===== config.mk =====
export PLATFORM = sky130hd
export DESIGN_NAME = iter_seq_ctrl
export DESIGN_NICKNAME = d
export VERILOG_FILES = /design/src/rtl/iter_seq_ctrl_pkg.sv /design/src/rtl/iter_seq_ctrl_iter_cnt.sv /design/src/rtl/iter_seq_ctrl.sv
export SDC_FILE = /design/constraint.sdc
export NUM_CORES = 1
export LEC_CHECK = 0
export ABC_AREA = 1
export ABC_CLOCK_PERIOD_IN_PS = 3080
export CORE_UTILIZATION = 45
export DETAILED_ROUTE_END_ITERATION = 10
export GPL_ROUTABILITY_DRIVEN = 0
export PLACE_DENSITY = 0.82
export SLEW_MARGIN = 5
export SYNTH_ARGS = -nofsm -noshare
export SYNTH_HDL_FRONTEND = slang
export SYNTH_SLANG_ARGS = --single-unit

===== constraint.sdc =====
create_clock -name clk -period 3.08 [get_ports clk]
set_input_delay 0.462 -clock clk [delete_from_list [all_inputs] [get_ports clk]]
set_output_delay 0.462 -clock clk [all_outputs]
set_load 0.03 [all_outputs]

===== src/rtl/iter_seq_ctrl_pkg.sv =====
// Shared definitions for the iteration sequencer.
// Index width, watchdog default and FSM state encoding.
package iter_seq_ctrl_pkg;

  localparam int MW_DEF     = 5;
  localparam int TO_CYC_DEF = 8;

  typedef enum logic [1:0] {
    ST_IDLE  = 2'd0,
    ST_ISSUE = 2'd1,
    ST_WAIT  = 2'd2
  } state_t;

endpackage


===== src/rtl/iter_seq_ctrl_iter_cnt.sv =====
// Iteration index register for the sequencer.
// Clear has priority over increment.
module iter_cnt #(
  parameter int MW = 5
) (
  input  logic          clk,
  input  logic          rst_n,
  input  logic          clr,
  input  logic          inc,
  output logic [MW-1:0] val
);

  always_ff @(posedge clk or negedge rst_n) begin
    if (!rst_n) begin
      val <= '0;
    end else if (clr) begin
      val <= '0;
    end else if (inc) begin
      val <= val + MW'(1);
    end
  end

endmodule


===== src/rtl/iter_seq_ctrl.sv =====
// Iteration sequencer issuing j = 0..M to the equality comparator.
// Optional WAIT watchdog: define ITER_TIMEOUT_EN.
module iter_seq_ctrl
  import iter_seq_ctrl_pkg::*;
#(
  parameter int MW = MW_DEF
`ifdef ITER_TIMEOUT_EN
  ,
  parameter int TO_CYC = TO_CYC_DEF
`endif
) (
  input  logic          clk,
  input  logic          rst_n,
  input  logic          start,
  input  logic          abort,
  input  logic [MW-1:0] m_in,
  input  logic          eq_out,
  input  logic          eq_valid,
  output logic          en,
  output logic [MW-1:0] j,
  output logic [MW-1:0] M,
  output logic          busy,
  output logic          step,
  output logic [MW-1:0] step_idx,
  output logic          done,
  output logic          err
);

  state_t        state, state_n;
  logic          en_n, busy_n, step_n, done_n;
  logic [MW-1:0] m_n, idx_n;
  logic          clr, inc;

`ifdef ITER_TIMEOUT_EN
  localparam int TW = $clog2(TO_CYC + 1);
  logic [TW-1:0] to_cnt, to_n;
  logic          err_n;
`endif

  iter_cnt #(.MW(MW)) u_cnt (
    .clk   (clk),
    .rst_n (rst_n),
    .clr   (clr),
    .inc   (inc),
    .val   (j)
  );

  always_comb begin
    state_n = state;
    en_n    = en;
    m_n     = M;
    busy_n  = busy;
    step_n  = 1'b0;
    idx_n   = step_idx;
    done_n  = 1'b0;
    clr     = 1'b0;
    inc     = 1'b0;
`ifdef ITER_TIMEOUT_EN
    err_n   = err;
    to_n    = '0;
`endif
    unique case (state)
      ST_IDLE: begin
        if (start && !abort) begin
          m_n     = m_in;
          clr     = 1'b1;
          en_n    = 1'b1;
          busy_n  = 1'b1;
          state_n = ST_ISSUE;
`ifdef ITER_TIMEOUT_EN
          err_n   = 1'b0;
`endif
        end
      end
      ST_ISSUE: state_n = ST_WAIT;
      ST_WAIT: begin
        if (eq_valid) begin
          step_n = 1'b1;
          idx_n  = j;
          if (eq_out) begin
            done_n  = 1'b1;
            en_n    = 1'b0;
            busy_n  = 1'b0;
            state_n = ST_IDLE;
          end else begin
            inc     = 1'b1;
            state_n = ST_ISSUE;
          end
        end
`ifdef ITER_TIMEOUT_EN
        else if (to_cnt == TW'(TO_CYC - 1)) begin
          err_n   = 1'b1;
          en_n    = 1'b0;
          busy_n  = 1'b0;
          state_n = ST_IDLE;
        end else begin
          to_n = to_cnt + TW'(1);
        end
`endif
      end
      default: state_n = ST_IDLE;
    endcase
    // abort wins over a same-cycle match or timeout
    if (abort && busy) begin
      state_n = ST_IDLE;
      en_n    = 1'b0;
      busy_n  = 1'b0;
      step_n  = 1'b0;
      done_n  = 1'b0;
      idx_n   = step_idx;
      clr     = 1'b1;
      inc     = 1'b0;
`ifdef ITER_TIMEOUT_EN
      err_n   = err;
      to_n    = '0;
`endif
    end
  end

  always_ff @(posedge clk or negedge rst_n) begin
    if (!rst_n) begin
      state    <= ST_IDLE;
      en       <= 1'b0;
      M        <= '0;
      busy     <= 1'b0;
      step     <= 1'b0;
      step_idx <= '0;
      done     <= 1'b0;
    end else begin
      state    <= state_n;
      en       <= en_n;
      M        <= m_n;
      busy     <= busy_n;
      step     <= step_n;
      step_idx <= idx_n;
      done     <= done_n;
    end
  end

`ifdef ITER_TIMEOUT_EN
  always_ff @(posedge clk or negedge rst_n) begin
    if (!rst_n) begin
      err    <= 1'b0;
      to_cnt <= '0;
    end else begin
      err    <= err_n;
      to_cnt <= to_n;
    end
  end
`else
  assign err = 1'b0;
`endif

endmodule

==> results of run 1 <==
synthesized netlist by cell type, drive strengths merged:
library cell and instances:
o21bai 1, conb 1, a21oi 2, nor2 10, o31ai 1, o21ai 6, nand4 1, xor2 1
dfrtp 20, inv 15, and3 1, nand3 7, ha 1, nor3 3, nand2 36, nor4 1
buf 3
sequential cells by signal (all words and copies together) (netlist names):
register   cells
state          2
u_cnt.val      5
step_idx       5
M              5
done           1
busy           1
step           1
per-layer routing:
layer | wire, um | vias to the layer above
li1 | - | 402
met1 | 869 | 384
met2 | 934 | 21
met3 | 66 | 4
met4 | 31 | 0
met5 | 0 | -
placed cells by master (no fill, tap or decap), types with 2 or more instances in the layout:
cell type and instances:
nand2_1 35, clkdlybuf4s50_1 29, dfrtp_1 20, inv_1 15, nor2_1 8, nand3_1 7, o21ai_0 6, clkbuf_4 3
nor2_4 2, nor3_1 2, a21oi_1 2
power groups by stage:
| stage | combinational, mW | clock (mW) | sequential, mW |
|---|---|---|---|
| after floorplan | 0.199 | 0 | 0.547 |
| after global placement | 0.525 | 0 | 0.408 |
| after detailed placement | 0.535 | 0 | 0.412 |
| after CTS | 0.535 | 0.156 | 0.407 |
| after global routing | 0.579 | 0.165 | 0.420 |
| final | 0.531 | 0.150 | 0.408 |
worst paths after layout:
kind,startpoint,endpoint,slack (ns),cells after the start
max,u_cnt.val[0],j[0],1.16,1
min,M[4],M[4],0.49,2
max reg2reg,busy,step_idx[3],1.74,4
min reg2reg,M[4],M[4],0.49,2
max in group asynchronous,rst_n,step,1.89,1
min in group asynchronous,rst_n,busy,0.65,1
final cells by class:
class / instances / area, um2 / share of cell area
inverters: 15 / 56.3 / 0.0444
clock buffers: 4 / 36.3 / 0.0286
multi-input cells: 72 / 350 / 0.276
well taps: 27 / 33.8 / 0.0267
repair buffers: 29 / 290 / 0.229
flip-flops and latches: 20 / 500 / 0.395
metrics by stage:
stage	utilization	worst slack, ns	std cells	total power, mW	instance area [um2]
finish	0.646	1.16	167	1.09	1270
CTS	0.646	1.15	167	1.10	1270
global placement	0.628	1.41	163	0.933	1230
floorplan	-	1.81	110	0.746	933
global route	0.646	1.10	167	1.16	1270
detailed placement	0.628	1.27	163	0.947	1230
kinds of logic after synthesis:
logic type      after synthesis  synth area share
simple gates                 59             0.290
flops                        20             0.536
buf+inv                      18            0.0885
compound gates               10            0.0590
xor+xnor                      1           0.00939
fa+ha+maj                     1            0.0134
other cells                   1           0.00402
==> flow_metrics.py, run 1 <==
metrics = {
    "outcome": {
        "status": "finished clean",
    },
    "floorplanning": {
        "dieArea_mm2": 0.00226,
        "start_util": 0.476,
        "core_area_mm2": 0.00196,
        "die_w_um": 47.5,
        "die_h_um": 47.5,
        "std_cell_rows": 16,
        "ios": 31,
    },
    "clocking": {
        "clk_latency_ns": 0.30,
        "cts_made_buffers": 3,
        "clk_pin_slew_worst_paths_ns": 0.11,
        "cts_tree": "built",
        "hold_buffers": 0,
        "root_buffer": "clkbuf_4",
        "post_cts_resized": 0,
        "clock-sinks": 20,
        "h-tree-depth": 1,
        "postCtsSetupBuffers": 0,
        "clk_path_buf_depth": 2,
    },
    "power_and_ir_drop": {
        "p_int_uw": 627,
        "p_leak_nw": 0.607,
        "seqPwrFrac": 0.375,
        "p_sw_uw": 463,
        "vdd_ir_drop_max_mv": 0.527,
        "share_comb_of_total_power": 0.488,
        "p_sw_frac": 0.425,
        "clockPowerShare": 0.138,
        "power_density_mw_per_mm2": 859,
    },
    "drt": {
        "drt_iter0_drc": 30,
        "vias": 811,
        "post_drt_wl_per_cell_um": 11.4,
        "dr.pass1.iters": 4,
        "via_per_inst": 4.86,
        "drtAntennaViolNets": 0,
        "wl_um": 1900,
        "route.detailed.drc": 0,
    },
    "global_route": {
        "grt_start_max_net_pins": 21,
        "met1_usage": 0.255,
        "grt_pass1_wl_um": 3010,
        "grt_pass1_vias": 699,
        "grt.busiest_layer": "met2",
        "track_usage": 0.194,
        "grt_antenna_before_repair": 0,
        "use_met3": 0.0340,
        "use_met2": 0.315,
        "grt_overflow": 0,
    },
    "min_path": {
        "hp-class": "flip-flop to flip-flop",
    },
    "setup_path": {
        "path_buf_inv": 1,
        "path_cells": "clkdlybuf4s50_1",
        "critPathArrivalTime_ns": 1.46,
        "criticalPathCategory": "flip-flop to output pin",
        "cp_max_fo": 6,
        "cp_slowest_cell": "clkdlybuf4s50_1",
        "slowest_delay_ns": 0.70,
        "critical-path-top-delay-family": "buffers and inverters",
        "required_ns": 2.62,
        "crit_path_start_kind": "flip-flop",
        "crit_path_end_kind": "output pin",
    },
    "synthesis": {
        "synth_top_cell_by_area": "dfrtp_1",
        "ys_seq_elements": 20,
        "syn_area_per_cell_um2": 8.49,
        "yosys_warnings": 0,
        "synth_area_leaders": "dfrtp_1 (54%), nand2_1 (14%), inv_1 (6.0%), nand3_1 (3.8%), o21ai_0 (3.2%)",
        "seq_area_frac_synth": 0.536,
        "syn_nets": 122,
        "synthCells": 110,
        "netlist_area_um2": 933,
        "synth_top_area_share": 0.536,
        "synth_cell_types": 21,
    },
    "sta": {
        "period_minus_slack_ns": 1.92,
        "slew_headroom": 0.409,
        "worst_pin_slew_ns": 0.884,
        "final-setup-viol-count": 0,
        "max_freq_mhz": 521,
        "hold_ws_ns": 0.489,
        "rsz0062_at_grt": "no",
        "period_share": 0.624,
        "hold_viol": 0,
        "clock_skew_ns": 0.00119,
        "fin_tns_setup_ns": 0,
        "slew_viol_final": 0,
    },
    "place": {
        "dpl.hpwl_um": 1460,
        "io_buffers": 29,
    },
    "layout": {
        "syn_to_final_growth_pct": 35.8,
        "fillers": 164,
        "n_antenna_cell": 0,
        "nNetsFinal": 153,
        "layout-drive-gt1-share": 0.0571,
    },
    "job": {
        "maxCapViolCount": 0,
    },
}
(Power assumes the default switching activity.)
==> run 2, diff against run 1 <==
Settings changed: ABC_CLOCK_PERIOD_IN_PS 3080 to 1700, CORE_UTILIZATION 45 to 40, PLACE_DENSITY 0.82 to 0.77.
Clock period 3.08 ns to 1.7 ns, I/O delays scaled along.
==> run 2 against run 1 <==
  * Critical endpoint is now j[4]
  * Non-clock buffer count increased by 1
  * Sequential share of layout area is 0.078 points higher
  * Power grew 76%
  * Largest power group unchanged
  * Critical path depth unchanged
  * Clock-buffer cell count fell by 1
  * Clock power increased by 50%
  * Via count down 2.1%
  * Clock skew up 0.0033 ns
  * Largest cell class unchanged
  * Flip-flop and latch count is the same
  * Cell count rose by 0.60%
  * Combinational power is 79% higher
==> flow_metrics.py, run 2 (synthesized netlist as in run 1, its figures left out) <==
metrics = {
    "min_path": {
        "hp-class": "primary input to asynchronous set/reset pin",
    },
    "setup_path": {
        "path_buf_inv": 1,
        "reg2reg_from": "busy",
        "critical-path-top-delay-family": "buffers and inverters",
        "cp_slowest_cell": "clkdlybuf4s50_1",
        "crit_path_end_kind": "output pin",
        "cp_max_fo": 4,
        "reg2reg_depth": 4,
        "critPathArrivalTime_ns": 1.40,
        "slowest_delay_ns": 0.69,
        "r2r_slack_ns": 0.44,
        "path_cells": "clkdlybuf4s50_1",
        "required_ns": 1.44,
        "startpoint": "u_cnt.val[4]",
        "criticalPathCategory": "flip-flop to output pin",
        "crit_path_start_kind": "flip-flop",
        "r2r_end": "step_idx[1]",
    },
    "power_and_ir_drop": {
        "p_int_mw": 1.08,
        "share_comb_of_total_power": 0.495,
        "p_leak_nw": 0.649,
        "power_density_mw_per_mm2": 1510,
        "p_sw_frac": 0.437,
        "clockPowerShare": 0.118,
        "seqPwrFrac": 0.387,
        "vdd_ir_drop_max_mv": 0.907,
        "p_sw_uw": 837,
    },
    "place": {
        "io_buffers": 29,
        "postPlaceCellArea_mm2": 0.00124,
        "dpl.hpwl_um": 1390,
    },
    "clocking": {
        "clock-sinks": 20,
        "clk_latency_ns": 0.30,
        "cts_tree": "built",
        "clk_path_buf_depth": 2,
        "hold_buffers": 0,
        "root_buffer": "clkbuf_4",
        "h-tree-depth": 1,
        "clk_pin_slew_worst_paths_ns": 0.11,
        "cts_made_buffers": 3,
    },
    "layout": {
        "final_common_cell": "nand2_1",
        "multi_input_area_um2": 350,
        "layout_common_cells": "nand2_1 (35), clkdlybuf4s50_1 (25), dfrtp_1 (20), inv_1 (15), nor2_1 (8)",
        "nNetsFinal": 154,
        "fillers": 219,
        "fin_area_mm2": 0.00126,
        "layout-drive-gt1-share": 0.0571,
        "top_regs": "M x5, step_idx x5, u_cnt.val x5",
        "postLayoutCoreUtil": 0.572,
        "syn_to_final_growth_pct": 35.5,
        "n_antenna_cell": 0,
        "ff_latch_area_um2": 500,
    },
    "global_route": {
        "grt_overflow": 0,
        "grt_start_max_net_pins": 21,
        "track_usage": 0.164,
        "grt_pass1_wl_um": 3040,
        "grt_pass1_vias": 696,
        "grt_antenna_before_repair": 0,
    },
    "floorplanning": {
        "dieArea_mm2": 0.00253,
        "die_w_um": 50.3,
        "ios": 31,
        "std_cell_rows": 17,
        "start_util": 0.422,
        "core_area_mm2": 0.00221,
        "die_h_um": 50.3,
    },
    "drt": {
        "via_per_inst": 4.73,
        "drt_iter0_drc": 9,
        "post_drt_wl_per_cell_um": 10.9,
        "vias": 794,
        "wl_um": 1840,
        "drtAntennaViolNets": 0,
        "dr.pass1.iters": 4,
        "route.detailed.drc": 0,
    },
    "sta": {
        "max_freq_mhz": 605,
        "rsz0062_at_grt": "no",
        "clock_skew_ns": 0.00449,
        "slew_viol_final": 0,
        "hold_viol": 0,
        "fin_tns_setup_ns": 0,
        "final-setup-viol-count": 0,
        "period_minus_slack_ns": 1.65,
        "period_share": 0.973,
    },
    "job": {
        "maxCapViolCount": 0,
    },
    "outcome": {
        "status": "finished clean",
    },
}
[run 2: cell types whose count changed in the layout (fill, tap and decap cells not counted), sizes merged]
cell | before | now
dlymetal6s2s | 0 | 2
dlygate4sd2 | 0 | 2
clkdlybuf4s50 | 29 | 25
clkbuf | 4 | 3
buf | 0 | 1
[run 2: power groups by stage]
stage	clock network (mW)	logic (mW)	registers, mW
finish	0.225	0.949	0.741
global route	0.253	1.03	0.768
CTS	0.226	0.959	0.744
detailed placement	0	0.967	0.749
global placement	0	0.952	0.745
floorplan	0	0.360	0.991
[run 2: layout make-up]
class                   count  share of cell area
clock buffers               3              0.0178
inverters                  15              0.0445
multi-input cells          72               0.277
flip-flops and latches     20               0.396
well taps                  28              0.0277
repair buffers             30               0.237
[run 2: worst max path at each step]
| stage | depth (start not counted) | to | slack [ns] |
|---|---|---|---|
| CTS | 1 | j[1] | 0.002 |
| detailed placement | 5 | step_idx[4] | 0.15 |
| floorplan | 6 | step_idx[2] | 0.43 |
| global route | 1 | j[4] | 0.002 |
| finish | 1 | j[4] | 0.05 |
| global placement | 5 | step_idx[3] | 0.22 |
[run 2: what timing repair did]
item | CTS | global route
pin swaps | 0 | 0
gates resized for setup | 2 | 2
setup endpoints to repair | 2 | 2
setup buffers | 0 | 0
[run 2: per-layer routing]
layer	GRT usage	part of all wire
met4	0.0694	0.017
met5	0	0
met2	0.289	0.50
met3	0.0394	0.049
met1	0.188	0.43
[run 2: per-stage QoR]
| step | std cells | power [mW] | setup slack, ns | hold WS (ns) |
|---|---|---|---|---|
| after floorplan | 110 | 1.35 | 0.427 | -0.0406 |
| final | 168 | 1.92 | 0.0459 | 0.283 |
| after global routing | 168 | 2.06 | 0.00245 | 0.293 |
| after detailed placement | 165 | 1.72 | 0.145 | 0.465 |
| after CTS | 168 | 1.93 | 0.00154 | 0.296 |
| after global placement | 165 | 1.70 | 0.219 | 0.463 |
[run 2: worst register-to-register path: cells and delay by family, from the launching register on]
kind            cells  cell delay, ns
simple gates        2            0.44
flops               1            0.42
buf+inv             1            0.14
compound gates      1            0.14
==> run 3, diff against run 2 <==
Settings changed: SYNTH_HIERARCHICAL from default to 1.
==> run 3 against run 2 <==
  * Area after synthesis up 2.1%
  * Final area rose by 5.9%
  * Critical path depth did not move
  * First-iteration DRC count is 110% higher
  * Cell count up 2.4%
  * Flip-flop and latch count did not move
  * Global-route usage shrank 0.34 points
  * Worst setup slack gained 0.025 ns
  * Power is 3.3% higher
  * Routed wire length fell by 1.4%
  * Critical endpoint is now en
==> flow_metrics.py, run 3 <==
metrics = {
    "outcome": {
        "status": "finished clean",
    },
    "drt": {
        "wl_um": 1810,
        "drt_iter0_drc": 19,
        "route.detailed.drc": 0,
        "drtAntennaViolNets": 0,
        "via_per_inst": 4.56,
        "vias": 784,
        "dr.pass1.iters": 4,
        "post_drt_wl_per_cell_um": 10.5,
    },
    "global_route": {
        "met1_usage": 0.188,
        "use_met2": 0.273,
        "grt_pass1_vias": 714,
        "grt_pass1_wl_um": 3010,
        "use_met3": 0.0268,
        "grt_overflow": 0,
        "grt.busiest_layer": "met2",
        "grt_start_max_net_pins": 21,
        "track_usage": 0.160,
        "grt_antenna_before_repair": 0,
    },
    "synthesis": {
        "syn_area_per_cell_um2": 8.75,
        "syn_nets": 121,
        "async_reset_ff_frac": 1.00,
        "yosys_warnings": 6,
        "ys_dominant_reg_cell": "dfrtp_1",
        "ys_seq_elements": 20,
        "synth_cell_types": 21,
        "synth_top_area_share": 0.525,
        "yosysMostFrequentCell": "nand2_1",
        "synth_area_leaders": "dfrtp_1 (52%), nand2_1 (14%), inv_1 (5.1%), o21ai_2 (4.6%), nand3_1 (4.2%)",
        "synthTopCellsByCount": "nand2_1 (35), dfrtp_1 (20), inv_1 (13)",
        "synth_edf_count": 0,
        "netlist_area_um2": 953,
        "synth_top_cell_by_area": "dfrtp_1",
        "seq_area_frac_synth": 0.525,
        "synthCells": 109,
    },
    "clocking": {
        "cts_made_buffers": 3,
        "clk_latency_ns": 0.30,
        "clk_path_buf_depth": 2,
        "root_buffer": "clkbuf_4",
        "cts_tree": "built",
        "clock-sinks": 20,
        "hold_buffers": 0,
        "clk_pin_slew_worst_paths_ns": 0.11,
        "h-tree-depth": 1,
    },
    "job": {
        "maxCapViolCount": 0,
    },
    "floorplanning": {
        "core_area_mm2": 0.00223,
        "die_w_um": 50.8,
        "start_util": 0.427,
        "die_h_um": 50.8,
        "dieArea_mm2": 0.00258,
        "ios": 31,
        "std_cell_rows": 17,
    },
    "setup_path": {
        "cp_slowest_cell": "clkdlybuf4s50_1",
        "cp_max_fo": 4,
        "reg2reg_depth": 8,
        "crit_path_start_kind": "flip-flop",
        "path_buf_inv": 1,
        "path_cells": "clkdlybuf4s50_1",
        "reg2reg_from": "state[0]",
        "critPathArrivalTime_ns": 1.37,
        "critical-path-top-delay-family": "buffers and inverters",
        "required_ns": 1.44,
        "criticalPathCategory": "flip-flop to output pin",
        "r2r_end": "u_cnt/val[4]",
        "r2r_slack_ns": 0.27,
        "slowest_delay_ns": 0.68,
        "crit_path_end_kind": "output pin",
    },
    "place": {
        "dpl.hpwl_um": 1400,
        "io_buffers": 29,
    },
    "sta": {
        "final-setup-viol-count": 0,
        "period_share": 0.958,
        "rsz0062_at_grt": "yes",
        "period_minus_slack_ns": 1.63,
        "max_freq_mhz": 614,
        "slew_viol_final": 0,
        "hold_ws_ns": 0.276,
        "clock_skew_ns": 0.00187,
        "hold_viol": 0,
    },
    "layout": {
        "nNetsFinal": 157,
        "n_antenna_cell": 0,
        "final_common_cell": "nand2_1",
        "layout-drive-gt1-share": 0.160,
        "layout_common_cells": "nand2_1 (35), clkdlybuf4s50_1 (24), dfrtp_1 (20), inv_1 (13), nand3_1 (8)",
        "top_regs": "M x5, step_idx x5, u_cnt/val x5",
        "syn_to_final_growth_pct": 40.6,
    },
    "power_and_ir_drop": {
        "p_leak_nw": 0.718,
        "totalPowerFinal_mw": 1.98,
        "vdd_ir_drop_max_mv": 1.03,
        "power_density_mw_per_mm2": 1480,
    },
    "min_path": {
        "hp-class": "primary input to asynchronous set/reset pin",
    },
}
run 3: metal layers:
layer	wire, um	part of all wire	vias up
met3	67	0.037	0
li1	-	-	401
met1	737	0.41	361
met4	0	0	0
met2	1010	0.56	22
met5	0	0	-
run 3: kinds of logic (layout without fill, tap and decap cells):
logic type               count (synthesis)  after routing  share of synthesized area
buffers and inverters                   19             54                     0.0905
adder cells (fa/ha/maj)                  1              1                     0.0131
AND/OR/NAND/NOR                         58             58                      0.291
XOR/XNOR                                 1              1                    0.00919
other                                    1              1                    0.00393
flip-flops                              20             20                      0.525
AO/OA/AOI/OAI                            9              9                     0.0669
run 3: worst reg2reg max path, delay by kind of cell (launching register included):
| kind | cells | cell delay, ns |
|---|---|---|
| and+or+nand+nor | 8 | 0.87 |
| DFF | 1 | 0.47 |
run 3: through the flow:
step                setup TNS (ns)  setup slack (ns)   util  instances  area (um2)
floorplan                        0             0.121      -        109         953
finish                           0            0.0707  0.600        172        1340
global route               -0.0119          -0.00698  0.600        172        1340
detailed placement               0            0.0592  0.578        168        1290
global placement                 0             0.135  0.578        168        1290
CTS                              0            0.0404  0.599        172        1340
run 3: worst max path at each step:
stage	startpoint	to	slack (ns)	cells past startpoint
global placement	abort	u_cnt/val[4]	0.13	9
detailed placement	abort	u_cnt/val[4]	0.06	9
finish	busy	en	0.07	1
global route	busy	busy	-0.007	1
floorplan	busy	u_cnt/val[3]	0.12	8
CTS	u_cnt/val[4]	j[4]	0.04	1
run 3: area by class of cell:
cell class              instances  area [um2]
clock buffers                   3        22.5
multi-input cells              70         367
fillers                       209         893
clock inverters                 1        30.0
flip-flops and latches         20         500
inverters                      16        60.1
well taps                      28        35.0
repair buffers                 34         325
run 3: power by group:
group	switching [mW]	total (mW)	internal, mW
Clock	0.145	0.383	0.238
Sequential	0.0995	0.701	0.601
Combinational	0.531	0.895	0.364
run 3: timing repair:
item                                    4_1_cts  5_1_grt
buffers inserted                              0        0
resized for setup                             4        1
endpoints found under the setup margin        4        3
==> patch 1 (config.mk and constraints of run 3) <==
Build with the macro `ITER_TIMEOUT_EN` defined.
--- a/src/rtl/iter_seq_ctrl.sv
+++ b/src/rtl/iter_seq_ctrl.sv
@@ -2,2 +2,4 @@
 // Optional WAIT watchdog: define ITER_TIMEOUT_EN.
+`define ITER_TIMEOUT_EN
+
 module iter_seq_ctrl
Check against the original RTL: same outputs for any inputs over 10 cycles, from zero or initial values and one cycle with rst_n low; that may be too few to reach the edited logic, so the function may still have changed.
==> patch 1 against run 3 <==
Die area rose by 20%. Global-route usage grew 0.92 points. Synthesized area grew 21%. Sequential cell count increased by 5. Wire length rose by 38%. Fmax decreased by 0.78%. Worst setup slack lost 0.013 ns. Non-clock buffer count increased by 2. Final area grew 17%. Power increased by 7.5%. Register-to-register slack worse by 0.10 ns.
==> patch 1: results (changes against run 3) <==
status=completed; Pleak=0.909 nW (+27%); sequential share of the synthesized area=54.3% (+1.8 points); Area contributors post-synth=dfrtp_1, nand2_1, nor2_1; first-pass GRT wire length=4.17 mm (+39%); Placed Area=0.00153 mm^2 (+19%); largest net degree at the start of global routing=26 (+24%); final setup skew=0.00968 ns (+0.00781 ns); Adder-Cell Fraction of Synth Area=2.17% (+0.86 points); Unique masters post-synth=23 (+9.5%); final std cells w/o fill=206 (+20%); dpl hpwl=1.85 mm (+32%); layout cells sized above 1=12.6% (-3.4 points); Avg Inst Size Synth=8.47 um^2 (-3.1%); initial drt markers=28 (+9); Net count, final=189 (+20%); peak ir drop on the vdd network=0.000898 V (-13%); wire per inst=12.2 um (+15%); worst-skew pair later-pin latency=0.32 ns (+0.02 ns); Global Route Usage Sum=17.0% (+0.92 points); Worst path max stage delay=0.67 ns; port buffer count=30 (+3.4%); Clk pin slew, worst setup/hold paths=0.14 ns (+0.03 ns); Mapped Nets=149 (+23%); Max Root-Sink Buffers=2 (unchanged); Worst EP arrival=1.39 ns (+0.02 ns); Synth top cells by count=nand2_1, dfrtp_1, nor2_1
-- patch 1: logic make-up after synthesis --
family	after synthesis
simple gates	82
flops	25
buf+inv	16
compound gates	8
xor+xnor	3
fa+ha+maj	2
-- patch 1: final timing paths --
path,start,endpoint,slack (ns),cells past startpoint
hold reg to reg,to_cnt[0],to_cnt[0],0.48,1
max in group asynchronous,rst_n,state[0],1.18,2
hold / removal,rst_n,step_idx[2],0.27,2
setup reg to reg,state[1],u_cnt/val[3],0.17,10
min in group clk,m_in[0],M[0],0.46,3
setup / recovery,step_idx[3],step_idx[3],0.06,1
-- patch 1: routing by layer --
metal	track usage, %	vias to the layer above	share of wire, %
met5	0	-	0
met4	7.50	0	0.92
met3	2.79	4	5.2
met2	31.2	43	53
met1	19.2	481	41
li1	-	496	-
-- patch 1: cell type report --
cell class,count,area share (%)
Sequential cell,25,39.9
Clock buffer,3,1.44
Clock inverter,1,0.319
Multi-Input combinational cell,95,29.4
Tap cell,31,2.48
Timing Repair Buffer,36,22.7
Inverter,15,3.75
-- patch 1: where the power goes --
part	total, mW	leakage (nW)	switching [mW]	internal, mW
logic	1.02	0.558	0.625	0.392
clock network	0.270	0.0177	0.182	0.0881
registers	0.841	0.333	0.106	0.735
==> patch 2 (flow settings as in run 3) <==
Without the edit above. Register the inputs `start`, `abort`, `m_in`, `eq_out` and `eq_valid` before use, with the module's reset. The logic sees them one clock later. Comments in the files are not updated.
--- a/src/rtl/iter_seq_ctrl.sv
+++ b/src/rtl/iter_seq_ctrl.sv
@@ -27,2 +27,24 @@
 );
+
+  logic start_q;
+  logic abort_q;
+  logic [MW-1:0] m_q;
+  logic eq_out_q;
+  logic eq_valid_q;
+
+  always_ff @(posedge clk or negedge rst_n) begin
+    if (!rst_n) begin
+      start_q    <= '0;
+      abort_q    <= '0;
+      m_q        <= '0;
+      eq_out_q   <= '0;
+      eq_valid_q <= '0;
+    end else begin
+      start_q    <= start;
+      abort_q    <= abort;
+      m_q        <= m_in;
+      eq_out_q   <= eq_out;
+      eq_valid_q <= eq_valid;
+    end
+  end
 
@@ -63,4 +85,4 @@
       ST_IDLE: begin
-        if (start && !abort) begin
-          m_n     = m_in;
+        if (start_q && !abort_q) begin
+          m_n     = m_q;
           clr     = 1'b1;
@@ -76,6 +98,6 @@
       ST_WAIT: begin
-        if (eq_valid) begin
+        if (eq_valid_q) begin
           step_n = 1'b1;
           idx_n  = j;
-          if (eq_out) begin
+          if (eq_out_q) begin
             done_n  = 1'b1;
@@ -103,3 +125,3 @@
     // abort wins over a same-cycle match or timeout
-    if (abort && busy) begin
+    if (abort_q && busy) begin
       state_n = ST_IDLE;
Function: changed (Yosys sat finds a counterexample within 4 cycles, from zero or initial values and one cycle with rst_n low).
==> patch 2 against run 3 <==
The flow now finishes with violations (DRC). Wire length grew 22%. Synthesized area grew 25%. Clock power rose by 7.3%. Combinational power decreased by 0.6%. Final area is 18% higher. Global-route usage grew 0.78 points. Highest routed layer is now met4. Sequential power grew 33%. Power is 13% higher. Worst hold slack better by 0.031 ns. Worst setup slack gained 0.0062 ns. Sequential cell count rose by 9.
==> patch 2: results (changes against run 3) <==
TritonCTS Buffers=5 (+2); Worst EP arrival=1.37 ns (about the same); Synth top cells by count=nand2_1, dfrtp_1, inv_1; first drt pass iteration count=7 (+3); dpl hpwl=1.65 mm (+18%); Synth Flop Type=dfrtp_1; GR Util met1=19.8% (+0.94 points); sequential share of the synthesized area=60.7% (+8.2 points); worst-skew pair later-pin latency=0.31 ns; Hold Crit Class=input port to asynchronous set/reset pin; ys async rst share=100% (unchanged); Mapped Nets=130 (+7.4%); vias in the first global route=909 (+27%); Net count, final=165 (+5.1%); port buffer count=29 (unchanged); Global Route Usage Sum=16.8% (+0.78 points); DRC=2 (+2); Sink Count=29 (+45%); peak ir drop on the vdd network=0.000783 V (-24%); yosys synthesis warning count=6 (unchanged); Routed WL=2.21 mm (+22%); initial antenna violation count=0 (unchanged); ANT cells=0 (unchanged); placed cell count=177 (+5.4%); initial drt markers=13 (-6); first-pass GRT wire length=3.98 mm (+32%); Max Root-Sink Buffers=2 (unchanged); crit-path max FO=2 (-2); routing usage on met3=6.45% (+3.8 points); CP max-delay cell=clkdlybuf4s50_1; Worst path max stage delay=0.68 ns (about the same); final std cells w/o fill=184 (+7.0%); failing checks=DRC; final hold vios=0 (unchanged); Area contributors post-synth=dfrtp_1, nand2_1, inv_1; CP top delay family=buffers and inverters; Clk pin slew, worst setup/hold paths=0.09 ns (-0.02 ns); Syn Inst Count=118 (+8.3%); layout cells sized above 1=17.6% (+1.7 points); fill cell total of the finished layout=245 (+17%); Pleak=0.871 nW (+21%); final setup skew=0.00527 ns (+0.00340 ns); H-tree depth=2 (+1); met2 track demand over resource=26.9% (-0.46 points); largest net degree at the start of global routing=30 (+43%); status=finished, violations left; vias=881 (+12%); Unique masters post-synth=24 (+14%); CTS root buf=clkbuf_4
-- patch 2: layout make-up --
cell class                      count  share of cell area (%)
Sequential cell                    29                    46.0
Clock buffer                        7                    3.49
Timing Repair Buffer               31                    20.0
Inverter                           17                    4.36
Tap cell                           31                    2.46
Multi-Input combinational cell     69                    23.8
-- patch 2: routing by layer --
metal	part of all wire, %	vias up
li1	-	433
met1	41	416
met2	52	28
met3	5.8	4
met4	1.5	0
met5	0	-
-- patch 2: power breakdown --
group          total [mW]  internal, mW  switching (mW)
registers           0.933         0.823           0.110
clock network       0.411         0.195           0.216
logic               0.890         0.352           0.538
-- patch 2: path summary, 6_finish.rpt --
check | from | end | slack (ns) | cells after the start
max | M[0] | M[0] | 0.08 | 1
min | rst_n | step_idx[4] | 0.31 | 2
max reg2reg | state[1] | u_cnt/val[3] | 0.16 | 9
min reg2reg | step_idx[4] | step_idx[4] | 0.49 | 2
max in group asynchronous | rst_n | m_q[0] | 1.12 | 2
min in group clk | m_in[1] | m_q[1] | 0.37 | 1
-- patch 2: logic make-up (layout without fill, tap and decap cells) --
logic type               count (synthesis)  in the layout  share of synthesized area, %
AO/OA/AOI/OAI                           10             10                          5.96
XOR/XNOR                                 1              1                         0.732
adder cells (fa/ha/maj)                  1              1                          1.05
buffers and inverters                   20             55                          7.95
flip-flops                              29             29                          60.7
other                                    1              1                         0.314
AND/OR/NAND/NOR                         56             56                          23.3
-- patch 2: repair_timing --
item,4_1_cts,5_1_grt
setup endpoints to repair,2,5
buffers inserted,0,0
endpoints found under the hold margin,0,0
gates resized for setup,2,5
cloned,0,0
-- patch 2: stage by stage --
step	power, mW	instance area (um^2)	hold WS, ns	setup WS, ns	utilization (%)
after CTS	2.26	1570	0.317	0.000159	55.8
after floorplan	1.52	1200	-0.0406	0.175	-
after global routing	2.37	1580	0.331	0.0102	56.3
after detailed placement	1.86	1510	0.478	0.186	54.0
after global placement	1.81	1510	0.467	0.272	54.0
final	2.23	1580	0.307	0.0769	56.3
